==> src/rtl/bcp_implication_arbiter.sv <==
// bcp_implication_arbiter
// Collects implied literals from the eight BCP clause-evaluator lanes.
// Each lane has one pending slot. Pending implications are issued one at a
// time, highest lane index first, through a valid/ready output register.
// A flush discards all pending work and the presented implication.
// Optional feature: define BCP_ARB_OVERFLOW_EN to build a sticky flag that
// records when a lane is re-requested while its slot is still pending.
module bcp_implication_arbiter #(
    parameter int LIT_W = 16
) (
    input  logic               clk,
    input  logic               rst_n,
    input  logic [7:0]         req_in,
    input  logic [8*LIT_W-1:0] lit_in,
    input  logic               flush,
    output logic               impl_valid,
    input  logic               impl_ready,
    output logic [2:0]         impl_lane,
    output logic [LIT_W-1:0]   impl_lit,
    output logic [3:0]         pending_cnt,
    output logic               idle,
    output logic               overflow
);

    logic [7:0]       pend;
    logic [LIT_W-1:0] lit_q [8];
    logic [2:0]       sel;
    logic [7:0]       load_mask;
    logic             load;
    logic [3:0]       cnt;

    // Pick the highest pending lane; later iterations override earlier ones
    always_comb begin
        sel = 3'd0;
        for (int i = 0; i < 8; i++) begin
            if (pend[i]) sel = 3'(i);
        end
    end

    // Load when work is pending, the output slot is free or being taken, and no flush
    always_comb begin
        load      = (|pend) && (!impl_valid || impl_ready) && !flush;
        load_mask = load ? (8'b1 << sel) : 8'b0;
    end

    // Population count of the pending vector
    always_comb begin
        cnt = 4'd0;
        for (int i = 0; i < 8; i++) begin
            cnt = cnt + {3'b000, pend[i]};
        end
    end

    assign pending_cnt = cnt;
    assign idle        = (pend == 8'b0) && !impl_valid;

    // Pending bits: clear the loaded lane, then set newly requested lanes; flush wins
    always_ff @(posedge clk or negedge rst_n) begin
        if (!rst_n) begin
            pend <= 8'b0;
        end else if (flush) begin
            pend <= 8'b0;
        end else begin
            pend <= (pend & ~load_mask) | req_in;
        end
    end

    // Per-lane literal slots; a newer request overwrites an older pending literal
    always_ff @(posedge clk or negedge rst_n) begin
        if (!rst_n) begin
            for (int i = 0; i < 8; i++) lit_q[i] <= '0;
        end else if (!flush) begin
            for (int i = 0; i < 8; i++) begin
                if (req_in[i]) lit_q[i] <= lit_in[i*LIT_W +: LIT_W];
            end
        end
    end

    // Output register: holds while stalled, reads the slot before this cycle's write
    always_ff @(posedge clk or negedge rst_n) begin
        if (!rst_n) begin
            impl_valid <= 1'b0;
            impl_lane  <= 3'd0;
            impl_lit   <= '0;
        end else if (flush) begin
            impl_valid <= 1'b0;
        end else if (load) begin
            impl_valid <= 1'b1;
            impl_lane  <= sel;
            impl_lit   <= lit_q[sel];
        end else if (impl_ready) begin
            impl_valid <= 1'b0;
        end
    end

`ifdef BCP_ARB_OVERFLOW_EN
    // Sticky flag: a request hit a lane that is pending and not leaving this cycle
    always_ff @(posedge clk or negedge rst_n) begin
        if (!rst_n) begin
            overflow <= 1'b0;
        end else if (!flush && |(req_in & pend & ~load_mask)) begin
            overflow <= 1'b1;
        end
    end
`else
    assign overflow = 1'b0;
`endif

endmodule

==> config.mk <==
export PLATFORM = sky130hd
export DESIGN_NAME = bcp_implication_arbiter
export DESIGN_NICKNAME = d
export VERILOG_FILES = /design/src/rtl/bcp_implication_arbiter.sv
export SDC_FILE = /design/constraint.sdc
export NUM_CORES = 1
export LEC_CHECK = 0
export CAP_MARGIN = 20
export CORE_ASPECT_RATIO = 0.6
export CORE_UTILIZATION = 31
export CTS_CLUSTER_SIZE = 8
export DETAILED_ROUTE_END_ITERATION = 8
export GPL_ROUTABILITY_DRIVEN = 0
export PLACE_DENSITY_LB_ADDON = 0.08
export SYNTH_ARGS = -nofsm -noshare
export SYNTH_HDL_FRONTEND = slang
export SYNTH_SLANG_ARGS = --single-unit
export TNS_END_PERCENT = 50
==> constraint.sdc <==
create_clock -name clk -period 4.2 [get_ports clk]
set_input_delay 1.26 -clock clk [delete_from_list [all_inputs] [get_ports clk]]
set_output_delay 1.26 -clock clk [all_outputs]
set_load 0.005 [all_outputs]
==> insert_results.sql, run 1 <==
INSERT INTO impl_metrics (metric_group, metric, value, unit) VALUES
('critical_path', 'worst_path_largest_cell_delay', '0.56', 'ns'),
('route', 'drcViolationCount', '0', ''),
('yosys', 'ys_dominant_reg_cell', 'sky130_fd_sc_hd__dfrtp_1', ''),
('placed_design', 'dp.final_hpwl', '15.29', 'mm'),
('timing', 'hold-worst-slack', '0.4999', 'ns'),
('power_and_ir_drop', 'register_share_of_total_power', '0.422', ''),
('yosys', 'postSynthCellCount', '562', ''),
('floorplan', 'floorplan.initialDensity', '0.3180', ''),
('final_layout', 'finalCoreUtilization', '0.4403', ''),
('route', 'routedLengthMet1', '9.798', 'mm'),
('run_status', 'failed_checks', 'negative setup slack', ''),
('yosys', 'synthesis.yosys.warnings', '0', ''),
('power_and_ir_drop', 'ratio_of_total_power_to_cell_area', '452.9', 'nW/µm²'),
('global_route', 'grt_pass1_wl', '32.26', 'mm'),
('flow_run', 'maxCapViolations', '0', ''),
('power_and_ir_drop', 'comb_power_share', '0.201', ''),
('critical_path', 'timing.critical_path.to_type', 'output pin', ''),
('clock_network', 'cts_tree', 'done', ''),
('clock_network', 'clkSinkCount', '156', ''),
('critical_path', 'timing.critical_path.slowest_stage_cell', 'sky130_fd_sc_hd__fa_1', ''),
('final_layout', 'num-nets-final', '880', ''),
('route', 'vias', '5187', ''),
('power_and_ir_drop', 'finalPower', '0.004421', 'W'),
('hold_path', 'worst_hold_startpoint', 'lit_q[7]$_DFFE_PN0P_', ''),
('route', 'antenna_violating_nets_post_route', '0', ''),
('placed_design', 'place_area', '9110', 'µm²'),
('clock_network', 'worstSkewPairLatency', '0.42', 'ns'),
('route', 'first_pass_iters', '6', ''),
('floorplan', 'chipHeight', '118.8', 'µm'),
('clock_network', 'max-clock-path-buffers', '2', ''),
('power_and_ir_drop', 'maximum_vdd_drop', '0.0002655', 'V'),
('timing', 'final-max-slew-violation-count', '0', ''),
('critical_path', 'worst-endpoint-arrival', '3.25', 'ns'),
('final_layout', 'finish.instance_area', '9763', 'µm²'),
('critical_path', 'timing.critical_path.cells', 'fa_1, inv_2, fa_1, fa_1, inv_1, ha_2, inv_2, fa_2, inv_1, buf_2', ''),
('critical_path', 'worstSetupPathType', 'flop to output pin', ''),
('global_route', 'antenna_found_initial', '2', ''),
('hold_path', 'min_path_type', 'flop to flop', ''),
('global_route', 'first_global_vias', '5629', ''),
('route', 'avgRoutedWirePerCell', '19.59', 'µm'),
('yosys', 'ys_types', '48', ''),
('final_layout', 'layout-drive-gt1-share', '0.2671', ''),
('timing', 'layout_min_cycle_time', '4.512', 'ns'),
('yosys', 'async_flop_share', '1.000', ''),
('critical_path', 'crit_family', 'adder cells', ''),
('power_and_ir_drop', 'cellLeakagePower', '4.073', 'nW'),
('yosys', 'number_of_synthesized_flops_with_an_enable_pin', '0', ''),
('hold_path', 'hold_endpoint', 'lit_q[7]$_DFFE_PN0P_', ''),
('critical_path', 'regToRegSetupSlack', '1.43', 'ns'),
('route', 'top_layer_reached_by_signal_wires', 'met5', ''),
('clock_network', 'cts_made_buffers', '17', ''),
('route', 'drt_iter0_drc', '239', ''),
('timing', 'report.final.setup_viol', '3', ''),
('route', 'routed_wirelength', '20.62', 'mm'),
('run_status', 'status', 'finished with violations', ''),
('final_layout', 'final.fill_count', '2056', ''),
('final_layout', 'antenna_cells', '0', ''),
('yosys', 'post_synth_instance_area', '7052', 'µm²'),
('critical_path', 'worst_r2r_path_depth', '7', ''),
('power_and_ir_drop', 'clock_network_fraction_of_total_power', '0.377', ''),
('route', 'vias_per_cell', '4.926', ''),
('critical_path', 'crit_required', '2.94', 'ns'),
('timing', 'grt_setup_unrepaired', 'true', ''),
('timing', 'max_slew_margin', '0.2400', ''),
('power_and_ir_drop', 'power.share.switching', '0.2562', ''),
('timing', 'setup_ws', '-0.3121', 'ns'),
('timing', 'min_period_over_period', '1.074', ''),
('timing', 'finalHoldViolCount', '0', ''),
('floorplan', 'floorplan.die.width', '196.7', 'µm'),
('power_and_ir_drop', 'power_switching', '0.001133', 'W'),
('timing', 'max_freq', '221.6', 'MHz');
## cell type report
class,count,area [µm²],share of cell area
inverter,28,105.1,0.01077
timing repair buffer,189,1823,0.1867
multi-input combinational,340,2912,0.2982
sequential,156,3904,0.3998
clock inverter,10,160.2,0.01640
clock buffer,22,474.2,0.04857
tap,308,385.4,0.03947
## cell families after synthesis
group	count (synthesis)	synth area share
compound gates	99	0.1059
mux	138	0.2184
simple gates	93	0.06157
fa+ha+maj	8	0.01845
other cells	1	0.0005318
xor+xnor	1	0.001242
buf+inv	66	0.04028
flops	156	0.5536
## per-stage QoR
| step | cells | worst slack (ns) | setup TNS, ns |
|---|---|---|---|
| after floorplan | 562 | 0.2325 | 0 |
| after global placement | 1018 | -0.3114 | -0.5291 |
| final | 1053 | -0.3121 | -0.7049 |
| after detailed placement | 1018 | -0.3628 | -0.6137 |
| after CTS | 1052 | -0.4195 | -0.9995 |
| after global routing | 1053 | -0.3931 | -0.9422 |
## worst reg2reg max path, stage by stage (launching register included)
cell	delay (ns)
sky130_fd_sc_hd__dfrtp_1	0.41
sky130_fd_sc_hd__buf_4	0.15
sky130_fd_sc_hd__nor2b_1	0.17
sky130_fd_sc_hd__o31ai_4	0.77
sky130_fd_sc_hd__buf_4	0.44
sky130_fd_sc_hd__mux2i_1	0.26
sky130_fd_sc_hd__a221oi_1	0.14
sky130_fd_sc_hd__a221o_1	0.32
## routing by layer
layer  GRT usage  vias to the layer above
met4     0.05087                        2
met1      0.2583                     2665
met5           0                        -
met3     0.05126                       19
met2      0.2859                      132
li1            -                     2369
## placed cells by master, fill, tap and decap left out, types with 3 or more instances in the layout
master                            synthesis  final
sky130_fd_sc_hd__a211o_1                  3      3
sky130_fd_sc_hd__a21oi_1                  9      8
sky130_fd_sc_hd__a221o_1                 12     12
sky130_fd_sc_hd__a222oi_1                 9      9
sky130_fd_sc_hd__a31oi_1                  7      7
sky130_fd_sc_hd__a32o_1                  10     10
sky130_fd_sc_hd__buf_2                    8      3
sky130_fd_sc_hd__buf_4                    2     24
sky130_fd_sc_hd__bufinv_16                0      4
sky130_fd_sc_hd__clkbuf_16                0     17
sky130_fd_sc_hd__clkbuf_8                 0      3
sky130_fd_sc_hd__clkdlybuf4s50_1          0    159
sky130_fd_sc_hd__clkinv_2                 0      3
sky130_fd_sc_hd__dfrtp_1                156    156
sky130_fd_sc_hd__fa_1                     4      3
sky130_fd_sc_hd__ha_1                     4      3
sky130_fd_sc_hd__inv_1                   27     25
sky130_fd_sc_hd__inv_2                    1      3
sky130_fd_sc_hd__mux2_1                   7      7
sky130_fd_sc_hd__mux2_2                 120    120
sky130_fd_sc_hd__mux2i_1                 11     11
sky130_fd_sc_hd__nand2_1                 53     53
sky130_fd_sc_hd__nand3_1                  4      4
sky130_fd_sc_hd__nor2_1                  18     18
sky130_fd_sc_hd__nor2b_1                  8      3
sky130_fd_sc_hd__nor2b_2                  0      5
sky130_fd_sc_hd__o21ai_0                 26     26
sky130_fd_sc_hd__o221ai_1                 7      7
sky130_fd_sc_hd__o22ai_1                  5      5
## cell usage after synthesis (7+ instances only)
master,count,share of area
sky130_fd_sc_hd__buf_2,8,0.0057
sky130_fd_sc_hd__inv_1,27,0.014
sky130_fd_sc_hd__clkbuf_1,23,0.012
sky130_fd_sc_hd__mux2_2,120,0.19
sky130_fd_sc_hd__a221o_1,12,0.017
sky130_fd_sc_hd__nor2_1,18,0.0096
sky130_fd_sc_hd__dfrtp_1,156,0.55
sky130_fd_sc_hd__mux2_1,7,0.011
sky130_fd_sc_hd__nand2_1,53,0.028
sky130_fd_sc_hd__nor2b_1,8,0.0071
sky130_fd_sc_hd__a31oi_1,7,0.0062
sky130_fd_sc_hd__a222oi_1,9,0.013
sky130_fd_sc_hd__a21oi_1,9,0.0064
sky130_fd_sc_hd__o21ai_0,26,0.018
sky130_fd_sc_hd__mux2i_1,11,0.016
sky130_fd_sc_hd__o221ai_1,7,0.0087
sky130_fd_sc_hd__a32o_1,10,0.014
## flip-flops by register name, indices dropped and copies added (netlist names)
signal and count:
lit_q 128, pend 8, impl_lane 3, impl_lit 16, impl_valid 1
## worst max-delay path by stage
| stage | startpoint | end | slack [ns] |
|---|---|---|---|
| floorplan | pend[0]$_DFF_PN0_ | pending_cnt[2] | 0.23 |
| global placement | pend[0]$_DFF_PN0_ | pending_cnt[2] | -0.31 |
| detailed placement | pend[1]$_DFF_PN0_ | pending_cnt[2] | -0.36 |
| CTS | pend[3]$_DFF_PN0_ | pending_cnt[1] | -0.42 |
| global route | pend[0]$_DFF_PN0_ | pending_cnt[1] | -0.39 |
| finish | pend[0]$_DFF_PN0_ | pending_cnt[1] | -0.31 |
## power by group through the flow
stage | clock [W] | combinational, W | sequential [W]
floorplan | 0 | 0.000460 | 0.00185
global placement | 0 | 0.000886 | 0.00189
detailed placement | 0 | 0.000899 | 0.00190
CTS | 0.00171 | 0.000899 | 0.00187
global route | 0.00177 | 0.000971 | 0.00190
finish | 0.00167 | 0.000887 | 0.00187
## repair_timing
item | in CTS | in global routing
endpoints found under the setup margin | 4 | 4
pin swaps | 5 | 3
setup buffers | 2 | 1
gates resized for setup | 18 | 2
hold buffers | 0 | 0
Power figures use the tool's default switching activity.
==> inputs of run 2 (changes only) <==
- PLACE_DENSITY: default -> 0.61
- PLACE_DENSITY_LB_ADDON: 0.08 -> default
==> insert_results.sql, run 2 (synthesized netlist as in run 1, its figures left out) <==
INSERT INTO impl_metrics (metric_group, metric, value, unit) VALUES
('run_status', 'status', 'finished with violations', ''),
('run_status', 'failed_checks', 'negative setup slack', ''),
('route', 'antenna_violating_nets_post_route', '0', ''),
('flow_run', 'maxCapViolations', '0', ''),
('clock_network', 'clock_transition_time_at_the_flip_flop_clock_pins_of_the_worst_setup_and_hold_paths', '0.06', 'ns'),
('final_layout', 'top_register', 'lit_q', ''),
('clock_network', 'cts_tree', 'done', ''),
('placed_design', 'place_ws', '-0.3609', 'ns'),
('critical_path', 'worstSetupPathType', 'flop to output pin', ''),
('final_layout', 'antenna_cells', '0', ''),
('hold_path', 'hold_endpoint', 'impl_lit[5]$_DFFE_PN0P_', ''),
('hold_path', 'hold_depth', '1', ''),
('route', 'avgRoutedWirePerCell', '20.20', 'µm'),
('final_layout', 'layout-drive-gt1-share', '0.2551', ''),
('power_and_ir_drop', 'ratio_of_total_power_to_cell_area', '431.0', 'nW/µm²'),
('clock_network', 'htree_levels', '4', ''),
('critical_path', 'r2r_start', 'pend[7]$_DFF_PN0_', ''),
('timing', 'finalHoldViolCount', '0', ''),
('critical_path', 'worst_setup_path_start_kind', 'flop', ''),
('critical_path', 'regToRegSetupSlack', '1.58', 'ns'),
('final_layout', 'num-nets-final', '877', ''),
('critical_path', 'timing.critical_path.slowest_stage_cell', 'sky130_fd_sc_hd__fa_1', ''),
('route', 'routed_wirelength', '21.19', 'mm'),
('placed_design', 'dp.final_hpwl', '15.25', 'mm'),
('timing', 'report.final.setup_viol', '3', ''),
('power_and_ir_drop', 'cellLeakagePower', '3.992', 'nW'),
('critical_path', 'worst_r2r_path_depth', '7', ''),
('critical_path', 'timing.critical_path.to_type', 'output pin', ''),
('placed_design', 'portBuffers', '164', ''),
('clock_network', 'cts_root_buffer', 'sky130_fd_sc_hd__clkbuf_16', ''),
('final_layout', 'number_of_flip_flops_under_the_largest_register_name', '128', ''),
('final_layout', 'biggestRegsByFlops', 'lit_q x128, impl_lit x16, pend x8', ''),
('global_route', 'pin_count_of_the_biggest_net_entering_global_routing', '70', ''),
('global_route', 'grt_pass1_wl', '31.86', 'mm'),
('global_route', 'total_global_route_track_usage', '0.1862', ''),
('route', 'vias_per_cell', '4.894', ''),
('clock_network', 'worstSkewPairLatency', '0.42', 'ns'),
('global_route', 'grt_remaining_overflow', '0', ''),
('floorplan', 'io_pins', '166', ''),
('floorplan', 'floorplan.die.width', '196.7', 'µm'),
('final_layout', 'mostFrequentLayoutCell', 'sky130_fd_sc_hd__clkdlybuf4s50_1', ''),
('power_and_ir_drop', 'finalPower', '0.004134', 'W'),
('timing', 'min_period_over_period', '1.082', ''),
('route', 'drt_iter0_drc', '307', ''),
('critical_path', 'crit_path_frequent_cell', 'sky130_fd_sc_hd__fa_1', ''),
('timing', 'max_slew_margin', '0.2934', ''),
('floorplan', 'design.core.area', '22180', 'µm²'),
('critical_path', 'critical_path.max_fanout', '4', ''),
('final_layout', 'area_growth', '36.02', '%'),
('clock_network', 'clkSinkCount', '156', ''),
('timing', 'max_freq', '220.1', 'MHz'),
('timing', 'grt_setup_unrepaired', 'true', ''),
('clock_network', 'cts_made_buffers', '17', ''),
('route', 'first_pass_iters', '5', ''),
('floorplan', 'full_die_area', '23370', 'µm²'),
('critical_path', 'worst-endpoint-arrival', '3.28', 'ns'),
('route', 'vias', '5134', ''),
('floorplan', 'chipHeight', '118.8', 'µm'),
('global_route', 'first_global_vias', '5154', ''),
('floorplan', 'floorplan.initialDensity', '0.3180', ''),
('critical_path', 'r2r-end', 'impl_lit[9]$_DFFE_PN0P_', ''),
('timing', 'skew', '0.008641', 'ns'),
('route', 'drcViolationCount', '0', ''),
('clock_network', 'max-clock-path-buffers', '2', ''),
('critical_path', 'setup.worst_path.start', 'pend[1]$_DFF_PN0_', ''),
('final_layout', 'most_used_cells_in_the_layout_excluding_fill_and_tap_cells', '159 x sky130_fd_sc_hd__clkdlybuf4s50_1, 156 x sky130_fd_sc_hd__dfrtp_1, 120 x sky130_fd_sc_hd__mux2_2', ''),
('timing', 'final-max-slew-violation-count', '0', ''),
('global_route', 'antenna_found_initial', '0', ''),
('timing', 'setup_ws', '-0.3433', 'ns'),
('timing', 'worst-slew-pin-transition', '1.060', 'ns'),
('timing', 'layout_min_cycle_time', '4.543', 'ns'),
('critical_path', 'worst_path_largest_cell_delay', '0.57', 'ns'),
('floorplan', 'std_cell_rows', '42', ''),
('hold_path', 'worst_hold_startpoint', 'impl_lit[5]$_DFFE_PN0P_', ''),
('critical_path', 'crit_required', '2.94', 'ns'),
('power_and_ir_drop', 'maximum_vdd_drop', '0.0002745', 'V'),
('critical_path', 'timing.critical_path.cells', 'fa_1, inv_2, fa_1, fa_1, inv_1, ha_2, inv_2, fa_2, inv_1, buf_2', ''),
('hold_path', 'min_path_type', 'flop to flop', '');
[run 2: cell count changes in the layout (fill, tap and decap cells not counted), sizes merged]
cell	delta
buf	-3
bufinv	-4
clkinv	+4
inv	-1
[run 2: area by class of cell]
type                            count  area [µm²]
Fill cell                        2139       12580
Clock inverter                      9       47.55
Tap cell                          308       385.4
Sequential cell                   156        3904
Clock buffer                       22       464.2
Multi-Input combinational cell    340        2885
Inverter                           28       105.1
Timing Repair Buffer              186        1800
[run 2: worst max path at each step]
stage,slack [ns],cells after the start,end
floorplan,0.23,9,pending_cnt[2]
global placement,-0.32,10,pending_cnt[2]
detailed placement,-0.36,10,pending_cnt[2]
CTS,-0.43,10,pending_cnt[1]
global route,-0.47,10,pending_cnt[1]
finish,-0.34,10,pending_cnt[1]
[run 2: timing repair]
action,CTS,global route
setup buffers,1,1
pin swaps,5,3
endpoints found under the hold margin,0,0
hold buffers,0,0
endpoints found under the setup margin,4,4
resized for setup,19,1
[run 2: worst max-delay path, delay by kind of cell, from the launching register on]
kind	cells	cell delay, ns
fa+ha+maj	5	2.14
buf+inv	5	0.28
flops	1	0.42
[run 2: layer usage]
metal	wire [µm]	share of wire	vias to the layer above	track usage
met4	162	0.0076	0	0.03876
met2	7931	0.37	158	0.2292
met3	1378	0.065	13	0.05381
met5	0	0	-	0
li1	-	-	2373	-
met1	11720	0.55	2590	0.3075
[run 2: through the flow]
stage	cell area, µm²	TNS, ns	hold slack, ns	instances	utilization
after CTS	9589	-0.9950	0.4922	1048	0.4324
final	9592	-0.6831	0.4879	1049	0.4325
after global placement	9076	-0.5393	0.4684	1016	0.4093
after floorplan	7052	0	0.4733	562	-
after global routing	9592	-1.060	0.5008	1049	0.4325
after detailed placement	9076	-0.6217	0.4779	1016	0.4093
[run 2: power by group]
group	internal, W	switching (W)
clock network	0.000775	0.000595
logic	0.000503	0.000394
registers	0.00174	0.000131
==> inputs of run 3 (changes only) <==
- CORE_ASPECT_RATIO: 0.6 -> default
- GPL_TIMING_DRIVEN: default -> 0
- RECOVER_POWER: default -> 25
==> insert_results.sql, run 3 (synthesized netlist as in run 1, its figures left out) <==
INSERT INTO impl_metrics (metric_group, metric, value, unit) VALUES
('floorplan', 'io_pins', '166', ''),
('global_route', 'grt_util_met1', '0.2653', ''),
('route', 'antenna_violating_nets_post_route', '0', ''),
('route', 'drt_iter0_drc', '347', ''),
('run_status', 'failed_checks', 'design-rule violations, max-capacitance violations, max-slew violations, negative setup slack', ''),
('global_route', 'total_global_route_track_usage', '0.1849', ''),
('final_layout', 'biggestRegsByFlops', 'lit_q x128, impl_lit x16, pend x8', ''),
('clock_network', 'max-clock-path-buffers', '2', ''),
('power_and_ir_drop', 'cellLeakagePower', '4.003', 'nW'),
('timing', 'final-max-slew-violation-count', '64', ''),
('timing', 'skew', '0.006892', 'ns'),
('route', 'vias', '5216', ''),
('final_layout', 'finalCoreUtilization', '0.4363', ''),
('final_layout', 'number_of_flip_flops_under_the_largest_register_name', '128', ''),
('critical_path', 'timing.critical_path.slowest_stage_cell', 'sky130_fd_sc_hd__fa_1', ''),
('route', 'vias_per_cell', '5.030', ''),
('final_layout', 'most_used_cells_in_the_layout_excluding_fill_and_tap_cells', '159 x sky130_fd_sc_hd__clkdlybuf4s50_1, 155 x sky130_fd_sc_hd__dfrtp_1, 120 x sky130_fd_sc_hd__mux2_2', ''),
('critical_path', 'worst_setup_path_start_kind', 'flop', ''),
('timing', 'grt_setup_unrepaired', 'true', ''),
('critical_path', 'critical_path.max_fanout', '4', ''),
('floorplan', 'std_cell_rows', '54', ''),
('floorplan', 'floorplan.initialDensity', '0.3192', ''),
('critical_path', 'worst_path_largest_cell_delay', '0.53', 'ns'),
('clock_network', 'post_cts_buffers', '0', ''),
('placed_design', 'place_ws', '-0.3662', 'ns'),
('global_route', 'antenna_found_initial', '0', ''),
('power_and_ir_drop', 'maximum_vdd_drop', '0.0002337', 'V'),
('timing', 'setup_ws', '-0.3087', 'ns'),
('critical_path', 'timing.critical_path.to_type', 'output pin', ''),
('placed_design', 'portBuffers', '164', ''),
('critical_path', 'worst_r2r_path_depth', '6', ''),
('final_layout', 'num-nets-final', '894', ''),
('floorplan', 'floorplan.die.width', '152.8', 'µm'),
('flow_run', 'maxCapViolations', '1', ''),
('floorplan', 'chipHeight', '152.8', 'µm'),
('clock_network', 'clkSinkCount', '156', ''),
('final_layout', 'top_register', 'lit_q', ''),
('route', 'first_pass_iters', '7', ''),
('global_route', 'pin_count_of_the_biggest_net_entering_global_routing', '95', ''),
('critical_path', 'timing.critical_path.cells', 'fa_1, inv_2, fa_1, fa_2, inv_2, ha_4, inv_2, fa_2, inv_1, buf_2', ''),
('timing', 'min_period_over_period', '1.074', ''),
('hold_path', 'min_path_type', 'flop to flop', ''),
('final_layout', 'finish.instance_area', '9641', 'µm²'),
('timing', 'max_slew_margin', '-0.04829', ''),
('timing', 'layout_min_cycle_time', '4.509', 'ns'),
('timing', 'max_freq', '221.8', 'MHz'),
('critical_path', 'worstSetupPathType', 'flop to output pin', ''),
('global_route', 'grt.met3_usage', '0.04366', ''),
('hold_path', 'hold_depth', '1', ''),
('route', 'drcViolationCount', '12', ''),
('final_layout', 'antenna_cells', '0', ''),
('final_layout', 'layout-drive-gt1-share', '0.2378', ''),
('critical_path', 'crit_path_frequent_cell', 'sky130_fd_sc_hd__inv_2', ''),
('critical_path', 'worst-endpoint-arrival', '3.25', 'ns'),
('global_route', 'first_global_vias', '5461', ''),
('final_layout', 'area_growth', '36.71', '%'),
('power_and_ir_drop', 'ratio_of_total_power_to_cell_area', '448.1', 'nW/µm²'),
('clock_network', 'worstSkewPairLatency', '0.42', 'ns'),
('run_status', 'status', 'finished with violations', ''),
('route', 'avgRoutedWirePerCell', '19.75', 'µm'),
('critical_path', 'crit_required', '2.94', 'ns'),
('timing', 'finalHoldViolCount', '0', ''),
('placed_design', 'place_area', '9076', 'µm²'),
('clock_network', 'cts_made_buffers', '17', ''),
('floorplan', 'design.core.area', '22090', 'µm²'),
('clock_network', 'clock_transition_time_at_the_flip_flop_clock_pins_of_the_worst_setup_and_hold_paths', '0.06', 'ns'),
('route', 'routed_wirelength', '20.48', 'mm'),
('clock_network', 'htree_levels', '4', ''),
('global_route', 'grt_remaining_overflow', '0', ''),
('final_layout', 'mostFrequentLayoutCell', 'sky130_fd_sc_hd__clkdlybuf4s50_1', ''),
('clock_network', 'cts_root_buffer', 'sky130_fd_sc_hd__clkbuf_16', ''),
('clock_network', 'cts_tree', 'done', ''),
('timing', 'worst-slew-pin-transition', '1.572', 'ns'),
('placed_design', 'dp.final_hpwl', '15.29', 'mm'),
('timing', 'report.final.setup_viol', '3', ''),
('global_route', 'layer_carrying_the_most_global_route_usage', 'met2', ''),
('global_route', 'globalRouteMet2Util', '0.2774', ''),
('floorplan', 'full_die_area', '23360', 'µm²'),
('global_route', 'grt_pass1_wl', '32.37', 'mm'),
('clock_network', 'ctsHoldBuffers', '0', '');
[run 3: cell count changes in the layout (fill, tap and decap cells not counted), sizes merged]
cell	before	now
buf	26	17
bufinv	0	2
clkbuf	23	50
clkinv	8	3
dlygate4sd2	0	1
[run 3: metrics by stage]
| stage | hold slack (ns) | TNS (ns) | power [W] | cells |
|---|---|---|---|---|
| floorplan | 0.4733 | 0 | 0.002314 | 562 |
| global placement | 0.4702 | -741.57 | 0.002785 | 1006 |
| detailed placement | 0.4850 | -0.6375 | 0.002800 | 1007 |
| CTS | 0.4989 | -1.018 | 0.004354 | 1037 |
| global route | 0.5140 | -1.029 | 0.004527 | 1037 |
| finish | 0.4942 | -0.6778 | 0.004320 | 1037 |
[run 3: routing by layer]
layer / part of all wire / wire [µm]
met1: 0.49 / 9998
met2: 0.44 / 9113
met3: 0.055 / 1132
met4: 0.012 / 238
met5: 0 / 0
[run 3: area by class of cell]
class / count / area (µm²)
multi-input cells: 340 / 2889
clock buffers: 24 / 491.7
inverters: 28 / 105.1
plain buffers: 38 / 178.9
repair buffers: 165 / 1634
fillers: 2050 / 12450
clock inverters: 6 / 86.33
flip-flops and latches: 156 / 3905
well taps: 280 / 350.3
[run 3: worst paths after layout]
kind	start	endpoint	slack, ns
worst max-delay path	pend[1]$_DFF_PN0_	pending_cnt[1]	-0.31
worst min-delay path	impl_lit[1]$_DFFE_PN0P_	impl_lit[1]$_DFFE_PN0P_	0.49
worst max register to register	pend[3]$_DFF_PN0_	impl_lit[15]$_DFFE_PN0P_	1.64
worst min register to register	impl_lit[1]$_DFFE_PN0P_	impl_lit[1]$_DFFE_PN0P_	0.49
max in group asynchronous	rst_n	pend[1]$_DFF_PN0_	0.74
min in group asynchronous	rst_n	lit_q[104]$_DFFE_PN0P_	1.21
[run 3: timing repair]
action | 4_1_cts | 5_1_grt
gates resized for setup | 21 | 2
pin swaps | 5 | 2
cloned | 0 | 0
endpoints found under the setup margin | 4 | 4
[run 3: power by group]
| part | internal [W] | switching [W] |
|---|---|---|
| Sequential | 0.00174 | 0.000138 |
| Clock | 0.000932 | 0.000615 |
| Combinational | 0.000511 | 0.000387 |
[run 3: critical path: cells and delay by family, from the launching register on]
family                   cells  cell delay [ns]
adder cells (fa/ha/maj)      5             2.09
buffers and inverters        5             0.30
flip-flops                   1             0.43
